$ cat config.mk
export PLATFORM = sky130hd
export DESIGN_NAME = vector_lane_dispatcher_flat
export DESIGN_NICKNAME = d
export VERILOG_FILES = /design/src/rtl/vector_pkg.sv /design/src/rtl/vector_lane_dispatcher_if.sv /design/src/rtl/lane_operand_select.sv /design/src/rtl/vector_lane_dispatcher.sv /design/src/flat_wrapper.sv
export SDC_FILE = /design/constraint.sdc
export NUM_CORES = 2
export LEC_CHECK = 0
export BUFFER_PORTS_ARGS = -buffer_cell sky130_fd_sc_hd__buf_2
export CAP_MARGIN = 10
export CORE_AREA = 2 2 474 476
export CTS_CLUSTER_SIZE = 28
export DETAILED_ROUTE_END_ITERATION = 10
export DIE_AREA = 0 0 476 478
export PLACE_DENSITY = 0.37
export REMOVE_ABC_BUFFERS = 1
export SYNTH_ARGS = -nofsm -noshare
export SYNTH_HDL_FRONTEND = slang
export SYNTH_SLANG_ARGS = --single-unit
$ cat constraint.sdc
create_clock -name clk -period 29.9 [get_ports clk]
set_input_delay 0 -clock clk [delete_from_list [all_inputs] [get_ports clk]]
set_output_delay 0 -clock clk [all_outputs]
set_load 0.005 [all_outputs]
$ cat src/rtl/vector_pkg.sv
// Shared definitions for the vector lane dispatcher: sizes, FSM states, ALU opcodes.
package vector_pkg;

    localparam int unsigned LEN              = 32;
    localparam int unsigned VECTOR_SIZE      = 8;
    localparam int unsigned ENTRY_INDEX_SIZE = 3;
    localparam int unsigned LANE_SIZE        = 4;
    localparam int unsigned OP_WIDTH         = 4;
    localparam int unsigned LANE_SHIFT       = $clog2(LANE_SIZE);

    // Vector length / group counter type: one bit wider than an element index.
    typedef logic [ENTRY_INDEX_SIZE:0] vlen_t;

    typedef enum logic [1:0] {
        DISP_IDLE,
        DISP_ISSUE,
        DISP_DONE
    } disp_state_e;

    localparam logic [OP_WIDTH-1:0] ALU_ADD = 4'h0;
    localparam logic [OP_WIDTH-1:0] ALU_SUB = 4'h1;
    localparam logic [OP_WIDTH-1:0] ALU_AND = 4'h2;
    localparam logic [OP_WIDTH-1:0] ALU_OR  = 4'h3;
    localparam logic [OP_WIDTH-1:0] ALU_XOR = 4'h4;

    // Requested lengths beyond the register size are clamped.
    function automatic vlen_t clamp_vl(input vlen_t vl);
        return (vl > vlen_t'(VECTOR_SIZE)) ? vlen_t'(VECTOR_SIZE) : vl;
    endfunction

    // Number of lane groups needed to cover vl_eff elements.
    function automatic vlen_t num_groups(input vlen_t vl_eff);
        return (vl_eff + vlen_t'(LANE_SIZE - 1)) >> LANE_SHIFT;
    endfunction

endpackage

$ cat src/rtl/vector_lane_dispatcher_if.sv
// Request, lane and writeback signals of the vector lane dispatcher.
interface vector_lane_dispatcher_if;
    import vector_pkg::*;

    logic                          start_valid;
    logic                          start_ready;
    logic [OP_WIDTH-1:0]           op_code;
    logic [VECTOR_SIZE*LEN-1:0]    vs1_data;
    logic [VECTOR_SIZE*LEN-1:0]    vs2_data;
    logic [LEN-1:0]                scalar_data;
    logic                          use_scalar;
    logic [ENTRY_INDEX_SIZE:0]     vl;
    logic                          vm;
    logic [VECTOR_SIZE-1:0]        mask;
    logic [LANE_SIZE-1:0]          lane_valid;
    logic [OP_WIDTH-1:0]           lane_op_code;
    logic [LANE_SIZE*LEN-1:0]      lane_op1;
    logic [LANE_SIZE*LEN-1:0]      lane_op2;
    logic [LANE_SIZE*LEN-1:0]      lane_result;
    logic                          done;
    logic [VECTOR_SIZE*LEN-1:0]    vd_data;
    logic [VECTOR_SIZE-1:0]        vd_we_mask;

    // Requester / lane-ALU side.
    modport master (
        output start_valid, op_code, vs1_data, vs2_data, scalar_data, use_scalar, vl, vm, mask,
        output lane_result,
        input  start_ready, lane_valid, lane_op_code, lane_op1, lane_op2, done, vd_data,
        input  vd_we_mask
    );

    // Dispatcher side.
    modport slave (
        input  start_valid, op_code, vs1_data, vs2_data, scalar_data, use_scalar, vl, vm, mask,
        input  lane_result,
        output start_ready, lane_valid, lane_op_code, lane_op1, lane_op2, done, vd_data,
        output vd_we_mask
    );

endinterface

$ cat src/rtl/lane_operand_select.sv
// Per-lane element selection: element index, issue strobe and operands for group g.
module lane_operand_select
    import vector_pkg::*;
#(
    parameter int unsigned LANE_IDX = 0
) (
    input  logic                          active,
    input  vlen_t                         g,
    input  vlen_t                         vl_eff,
    input  logic                          vm,
    input  logic [VECTOR_SIZE-1:0]        mask,
    input  logic                          use_scalar,
    input  logic [LEN-1:0]                scalar_data,
    input  logic [VECTOR_SIZE*LEN-1:0]    vs1_data,
    input  logic [VECTOR_SIZE*LEN-1:0]    vs2_data,
    output logic [ENTRY_INDEX_SIZE-1:0]   elem,
    output logic                          valid,
    output logic [LEN-1:0]                op1,
    output logic [LEN-1:0]                op2
);

    vlen_t e_wide;

    // Element e = g*LANE_SIZE + LANE_IDX; inactive lanes drive zero operands.
    always_comb begin
        e_wide = (g << LANE_SHIFT) + vlen_t'(LANE_IDX);
        elem   = e_wide[ENTRY_INDEX_SIZE-1:0];
        valid  = active && (e_wide < vl_eff) && (vm || mask[elem]);
        op1    = '0;
        op2    = '0;
        if (valid) begin
            op1 = vs1_data[elem*LEN +: LEN];
            op2 = use_scalar ? scalar_data : vs2_data[elem*LEN +: LEN];
        end
    end

endmodule

$ cat src/rtl/vector_lane_dispatcher.sv
// Issues one vector operation to the ALU lanes group by group and gathers the results.
module vector_lane_dispatcher
    import vector_pkg::*;
(
    input  logic                    clk,
    input  logic                    rst,
    vector_lane_dispatcher_if.slave bus
);

    disp_state_e                  state;
    vlen_t                        g;
    vlen_t                        vl_eff_q;
    logic [OP_WIDTH-1:0]          op_code_q;
    logic [VECTOR_SIZE*LEN-1:0]   vs1_q;
    logic [VECTOR_SIZE*LEN-1:0]   vs2_q;
    logic [LEN-1:0]               scalar_q;
    logic                         use_scalar_q;
    logic                         vm_q;
    logic [VECTOR_SIZE-1:0]       mask_q;
    logic                         done_q;
    logic [VECTOR_SIZE*LEN-1:0]   vd_q;
    logic [VECTOR_SIZE-1:0]       we_q;

    logic                         issuing;
    logic [ENTRY_INDEX_SIZE-1:0]  elem [LANE_SIZE];
    logic [LANE_SIZE-1:0]         lane_valid;
    logic [LANE_SIZE*LEN-1:0]     lane_op1;
    logic [LANE_SIZE*LEN-1:0]     lane_op2;
    vlen_t                        start_vl_eff;
    vlen_t                        groups;

    assign issuing      = (state == DISP_ISSUE);
    assign start_vl_eff = clamp_vl(bus.vl);
    assign groups       = num_groups(vl_eff_q);

    for (genvar i = 0; i < LANE_SIZE; i++) begin : g_lane
        lane_operand_select #(
            .LANE_IDX (i)
        ) u_sel (
            .active      (issuing),
            .g           (g),
            .vl_eff      (vl_eff_q),
            .vm          (vm_q),
            .mask        (mask_q),
            .use_scalar  (use_scalar_q),
            .scalar_data (scalar_q),
            .vs1_data    (vs1_q),
            .vs2_data    (vs2_q),
            .elem        (elem[i]),
            .valid       (lane_valid[i]),
            .op1         (lane_op1[i*LEN +: LEN]),
            .op2         (lane_op2[i*LEN +: LEN])
        );
    end

    assign bus.start_ready  = (state == DISP_IDLE);
    assign bus.lane_valid   = lane_valid;
    assign bus.lane_op_code = issuing ? op_code_q : '0;
    assign bus.lane_op1     = lane_op1;
    assign bus.lane_op2     = lane_op2;
    assign bus.done         = done_q;
    assign bus.vd_data      = vd_q;
    assign bus.vd_we_mask   = we_q;

    // Control FSM, operand capture and result gathering.
    always_ff @(posedge clk or posedge rst) begin
        if (rst) begin
            state        <= DISP_IDLE;
            g            <= '0;
            vl_eff_q     <= '0;
            op_code_q    <= '0;
            vs1_q        <= '0;
            vs2_q        <= '0;
            scalar_q     <= '0;
            use_scalar_q <= 1'b0;
            vm_q         <= 1'b0;
            mask_q       <= '0;
            done_q       <= 1'b0;
            vd_q         <= '0;
            we_q         <= '0;
        end else begin
            case (state)
                DISP_IDLE: begin
                    if (bus.start_valid) begin
                        op_code_q    <= bus.op_code;
                        vs1_q        <= bus.vs1_data;
                        vs2_q        <= bus.vs2_data;
                        scalar_q     <= bus.scalar_data;
                        use_scalar_q <= bus.use_scalar;
                        vm_q         <= bus.vm;
                        mask_q       <= bus.mask;
                        vl_eff_q     <= start_vl_eff;
                        g            <= '0;
                        vd_q         <= '0;
                        we_q         <= '0;
                        // An empty operation skips straight to completion.
                        if (start_vl_eff == '0) begin
                            state  <= DISP_DONE;
                            done_q <= 1'b1;
                        end else begin
                            state  <= DISP_ISSUE;
                        end
                    end
                end
                DISP_ISSUE: begin
                    for (int i = 0; i < LANE_SIZE; i++) begin
                        if (lane_valid[i]) begin
                            vd_q[int'(elem[i])*LEN +: LEN] <= bus.lane_result[i*LEN +: LEN];
                            we_q[elem[i]]                  <= 1'b1;
                        end
                    end
                    g <= g + 1'b1;
                    if (g == groups - 1'b1) begin
                        state  <= DISP_DONE;
                        done_q <= 1'b1;
                    end
                end
                DISP_DONE: begin
                    done_q <= 1'b0;
                    state  <= DISP_IDLE;
                end
                default: begin
                    done_q <= 1'b0;
                    state  <= DISP_IDLE;
                end
            endcase
        end
    end

endmodule

$ cat src/flat_wrapper.sv
// flat-port wrapper written by rule: the top's interface ports become plain ports
module vector_lane_dispatcher_flat import vector_pkg::*;
  (clk, rst, bus_start_valid, bus_op_code, bus_vs1_data, bus_vs2_data, bus_scalar_data, bus_use_scalar, bus_vl, bus_vm, bus_mask, bus_lane_result, bus_start_ready, bus_lane_valid, bus_lane_op_code, bus_lane_op1, bus_lane_op2, bus_done, bus_vd_data, bus_vd_we_mask);
  vector_lane_dispatcher_if bus_i ();
  input  logic clk;
  input  logic rst;
  input wire logic [$bits(bus_i.start_valid)-1:0] bus_start_valid;
  input wire logic [$bits(bus_i.op_code)-1:0] bus_op_code;
  input wire logic [$bits(bus_i.vs1_data)-1:0] bus_vs1_data;
  input wire logic [$bits(bus_i.vs2_data)-1:0] bus_vs2_data;
  input wire logic [$bits(bus_i.scalar_data)-1:0] bus_scalar_data;
  input wire logic [$bits(bus_i.use_scalar)-1:0] bus_use_scalar;
  input wire logic [$bits(bus_i.vl)-1:0] bus_vl;
  input wire logic [$bits(bus_i.vm)-1:0] bus_vm;
  input wire logic [$bits(bus_i.mask)-1:0] bus_mask;
  input wire logic [$bits(bus_i.lane_result)-1:0] bus_lane_result;
  output wire logic [$bits(bus_i.start_ready)-1:0] bus_start_ready;
  output wire logic [$bits(bus_i.lane_valid)-1:0] bus_lane_valid;
  output wire logic [$bits(bus_i.lane_op_code)-1:0] bus_lane_op_code;
  output wire logic [$bits(bus_i.lane_op1)-1:0] bus_lane_op1;
  output wire logic [$bits(bus_i.lane_op2)-1:0] bus_lane_op2;
  output wire logic [$bits(bus_i.done)-1:0] bus_done;
  output wire logic [$bits(bus_i.vd_data)-1:0] bus_vd_data;
  output wire logic [$bits(bus_i.vd_we_mask)-1:0] bus_vd_we_mask;
  assign bus_i.start_valid = bus_start_valid;
  assign bus_i.op_code = bus_op_code;
  assign bus_i.vs1_data = bus_vs1_data;
  assign bus_i.vs2_data = bus_vs2_data;
  assign bus_i.scalar_data = bus_scalar_data;
  assign bus_i.use_scalar = bus_use_scalar;
  assign bus_i.vl = bus_vl;
  assign bus_i.vm = bus_vm;
  assign bus_i.mask = bus_mask;
  assign bus_i.lane_result = bus_lane_result;
  assign bus_start_ready = bus_i.start_ready;
  assign bus_lane_valid = bus_i.lane_valid;
  assign bus_lane_op_code = bus_i.lane_op_code;
  assign bus_lane_op1 = bus_i.lane_op1;
  assign bus_lane_op2 = bus_i.lane_op2;
  assign bus_done = bus_i.done;
  assign bus_vd_data = bus_i.vd_data;
  assign bus_vd_we_mask = bus_i.vd_we_mask;
  vector_lane_dispatcher u_core (.clk(clk), .rst(rst), .bus(bus_i));
endmodule
==> results.tsv <==
stage	metric	value	unit
grt	antenna_found_initial	34	
detailed_routing	vias_per_cell	4.00	
timing	rsz0062_at_grt	false	
synthesis	synth_area	36800	µm²
cts	numCtsBuffers	106	
timing	setup_viol	0	
synthesis	yosys.area.top_type	dfrtp_1	
final_layout	final_cell_mix	nand2_1 (1,876), dlygate4sd3_1 (1,324), buf_2 (1,222), dfrtp_1 (831), nand3_1 (197)	
synthesis	synthTopCellsByArea	dfrtp_1 (57%), nand2_1 (19%), mux2i_1 (3.5%)	
detailed_routing	drc	0	
floorplanning	die_h	478	µm
cts	post_cts.repair.setup_buffers	0	
worst_setup_path	rr_startpoint	u_core.state[1]$_DFFE_PP0P_	
worst_setup_path	cp.arrival	6.42	ns
worst_setup_path	cp-start-kind	flip-flop	
timing	timing.fmax	173	MHz
synthesis	synth-edff-count	0	
detailed_routing	vias	39000	
cts	root_buffer	clkbuf_16	
floorplanning	die-area	228000	µm²
synthesis	synth.distinct_cells	39	
synthesis	async_reset_ff_frac	1.00	
synthesis	synth_top_area_frac	0.566	
cts	clk_path_buf_depth	3	
grt	grt_max_degree	187	
detailed_routing	routed_wl	189000	µm
hold_path	min_from	bus_scalar_data[5]	
timing	maxSlewViolCount	0	
detailed_routing	ant_nets	0	
timing	skew	0.0503	ns
worst_setup_path	r2r-end	u_core.vs1_q[141]$_DFFE_PP0P_	
detailed_routing	wl_per_cell	19.3	µm
hold_path	min_path_cells	4	
timing	final.setup.tns	0	ns
final_layout	mostFrequentLayoutCell	nand2_1	
cts	h-tree-depth	3	
final_layout	nFillCells	24200	
synthesis	yosysSeqAreaShare	0.566	
synthesis	synth-seq-cells	833	
floorplanning	pin_count	1223	
detailed_routing	drt_iter0_markers	2171	
detailed_routing	dr.pass1.iters	7	
synthesis	netlist_instances	4247	
worst_setup_path	crit_type	reg2reg	
placed_design	place_hpwl	131000	µm
hold_path	whs_endpoint	u_core.scalar_q[5]$_DFFE_PP0P_	
synthesis	synth_ff_type	dfrtp_1	
grt	overflow	0	
timing	finalHoldViolCount	0	
placed_design	place_congestion	0.819	
placed_design	portBuffers	1222	
timing	finalCriticalPeriod	5.78	ns
cts	cts_sinks	833	
worst_setup_path	required	30.54	ns
grt	grt_pass1_vias	41200	
power_and_ir_drop	power_density	86.5	nW/µm²
worst_setup_path	critical_path.max_fanout	82	
hold_path	min_path_type	in2reg	
cts	worst_skew_pair.late_latency	0.75	ns
synthesis	ys_warn_count	0	
floorplanning	row_count	174	
cts	tritoncts	done	
final_layout	area_growth	70.7	%
power_and_ir_drop	ir_worst_vdd	0.0000768	V
synthesis	syn_avg_cell_area	8.67	µm²
grt	grtUsageTotal	0.161	
cts	path_clk_slew	0.06	ns
worst_setup_path	r2r_slack	24.12	ns
floorplanning	core	223000	µm²
outcome	status	complete, no violations	
final_layout	nets	7355	
timing	min_period_over_period	0.193	
power_and_ir_drop	total_leakage_power	31.5	nW
floorplanning	die_x	476	µm
worst_setup_path	rr_worst_depth	9	
timing	worstMarginPinSlew	1.07	ns
timing	hold_ws	0.0786	ns
worst_setup_path	end_kind	flip-flop	
timing	slew_headroom	0.285	
floorplanning	initial_core_util	0.165	
cts	cts_resized	0	
final_layout	layout-drive-gt1-share	0.220	
grt	grt_pass1_wl	276000	µm
flow_run	max_cap_viol_count	0	
cts	cts_hold_buf	1324	
-- critical path: stages, from the launching register on --
cell and delay (ns):
dfrtp_1 0.56, nor2_1 0.16, nand2_4 0.76, buf_4 0.83
buf_4 0.72, buf_4 0.64, buf_4 0.68, buf_4 0.84
nand2_1 0.12, nand2_1 0.10
-- per-layer routing --
layer / vias up / share of wire / global-route usage
met5: - / 0.00022 / 0
met4: 6 / 0.031 / 0.0566
met3: 244 / 0.074 / 0.0436
met2: 1292 / 0.49 / 0.279
met1: 18900 / 0.40 / 0.188
li1: 18600 / - / -
-- through the flow --
stage	power, mW	instance area [µm²]	util	worst slack [ns]	cells
global route	5.85	62800	0.281	23.66	9755
global placement	4.03	46000	0.206	24.18	8217
CTS	5.54	62800	0.281	24.10	9734
detailed placement	4.04	46000	0.206	24.13	8217
floorplan	3.33	35400	-	6.50	3933
finish	5.43	62800	0.282	24.12	9762
-- Yosys cell counts, drive strengths merged, types with 2 or more instances --
cell type,number
nor2b,162
ha,5
nand3,197
o21ai,203
a22o,64
mux2,3
buf,135
o22a,2
nand3b,3
xnor2,4
dfrtp,833
a211oi,131
a21oi,5
and2,6
nand2b,4
a21o,9
nor2,136
mux2i,129
nor3,136
o22ai,2
clkbuf,179
inv,10
nand2,1880
-- kinds of logic (layout without fill, tap and decap cells) --
group | count (synthesis) | in the layout | synth area share
compound gates | 419 | 419 | 0.0736
xor+xnor | 5 | 5 | 0.00119
fa+ha+maj | 5 | 5 | 0.00170
buf+inv | 324 | 2819 | 0.0382
flops | 833 | 833 | 0.566
mux | 132 | 132 | 0.0360
other cells | 0 | 28 | 0
simple gates | 2529 | 2529 | 0.283
-- power breakdown --
part / internal [mW] / switching, mW
registers: 1.61 / 0.297
logic: 0.794 / 1.41
clock network: 0.762 / 0.555
total: 3.17 / 2.26
-- state kept, by name, indices dropped and copies added, names as in the netlist --
| name | flops |
|---|---|
| u_core.mask_q | 8 |
| u_core.bus.vd_we_mask | 8 |
| u_core.op_code_q | 4 |
| u_core.bus.done | 1 |
| u_core.vs2_q | 256 |
| u_core.scalar_q | 32 |
| u_core.use_scalar_q | 1 |
| u_core.vm_q | 1 |
| u_core.vs1_q | 256 |
| u_core.g | 4 |
| u_core.state | 2 |
| u_core.bus.vd_data | 256 |
| u_core.vl_eff_q | 4 |
-- area by class of cell --
type | count | area, µm² | share of cell area
Antenna cell | 28 | 70.1 | 0.00112
Clock inverter | 26 | 372 | 0.00591
Timing Repair Buffer | 2616 | 19900 | 0.317
Multi-Input combinational cell | 3090 | 14600 | 0.233
Sequential cell | 833 | 20900 | 0.332
Clock buffer | 167 | 3160 | 0.0503
Tap cell | 2992 | 3740 | 0.0596
Inverter | 10 | 45.0 | 0.000717
-- worst max-delay path by stage --
stage	end	cells after the start	slack, ns	from
after floorplan	u_core.bus.done$_DFFE_PP0P_	1	6.50	rst
after global placement	u_core.vs1_q[204]$_DFFE_PP0P_	9	24.18	u_core.state[1]$_DFFE_PP0P_
after detailed placement	u_core.vs1_q[82]$_DFFE_PP0P_	9	24.13	u_core.state[1]$_DFFE_PP0P_
after CTS	u_core.vs1_q[204]$_DFFE_PP0P_	9	24.10	u_core.state[1]$_DFFE_PP0P_
after global routing	u_core.vs1_q[150]$_DFFE_PP0P_	9	23.66	u_core.state[1]$_DFFE_PP0P_
final	u_core.vs1_q[141]$_DFFE_PP0P_	9	24.12	u_core.state[1]$_DFFE_PP0P_
No activity file was read; power rests on OpenSTA's default activity.
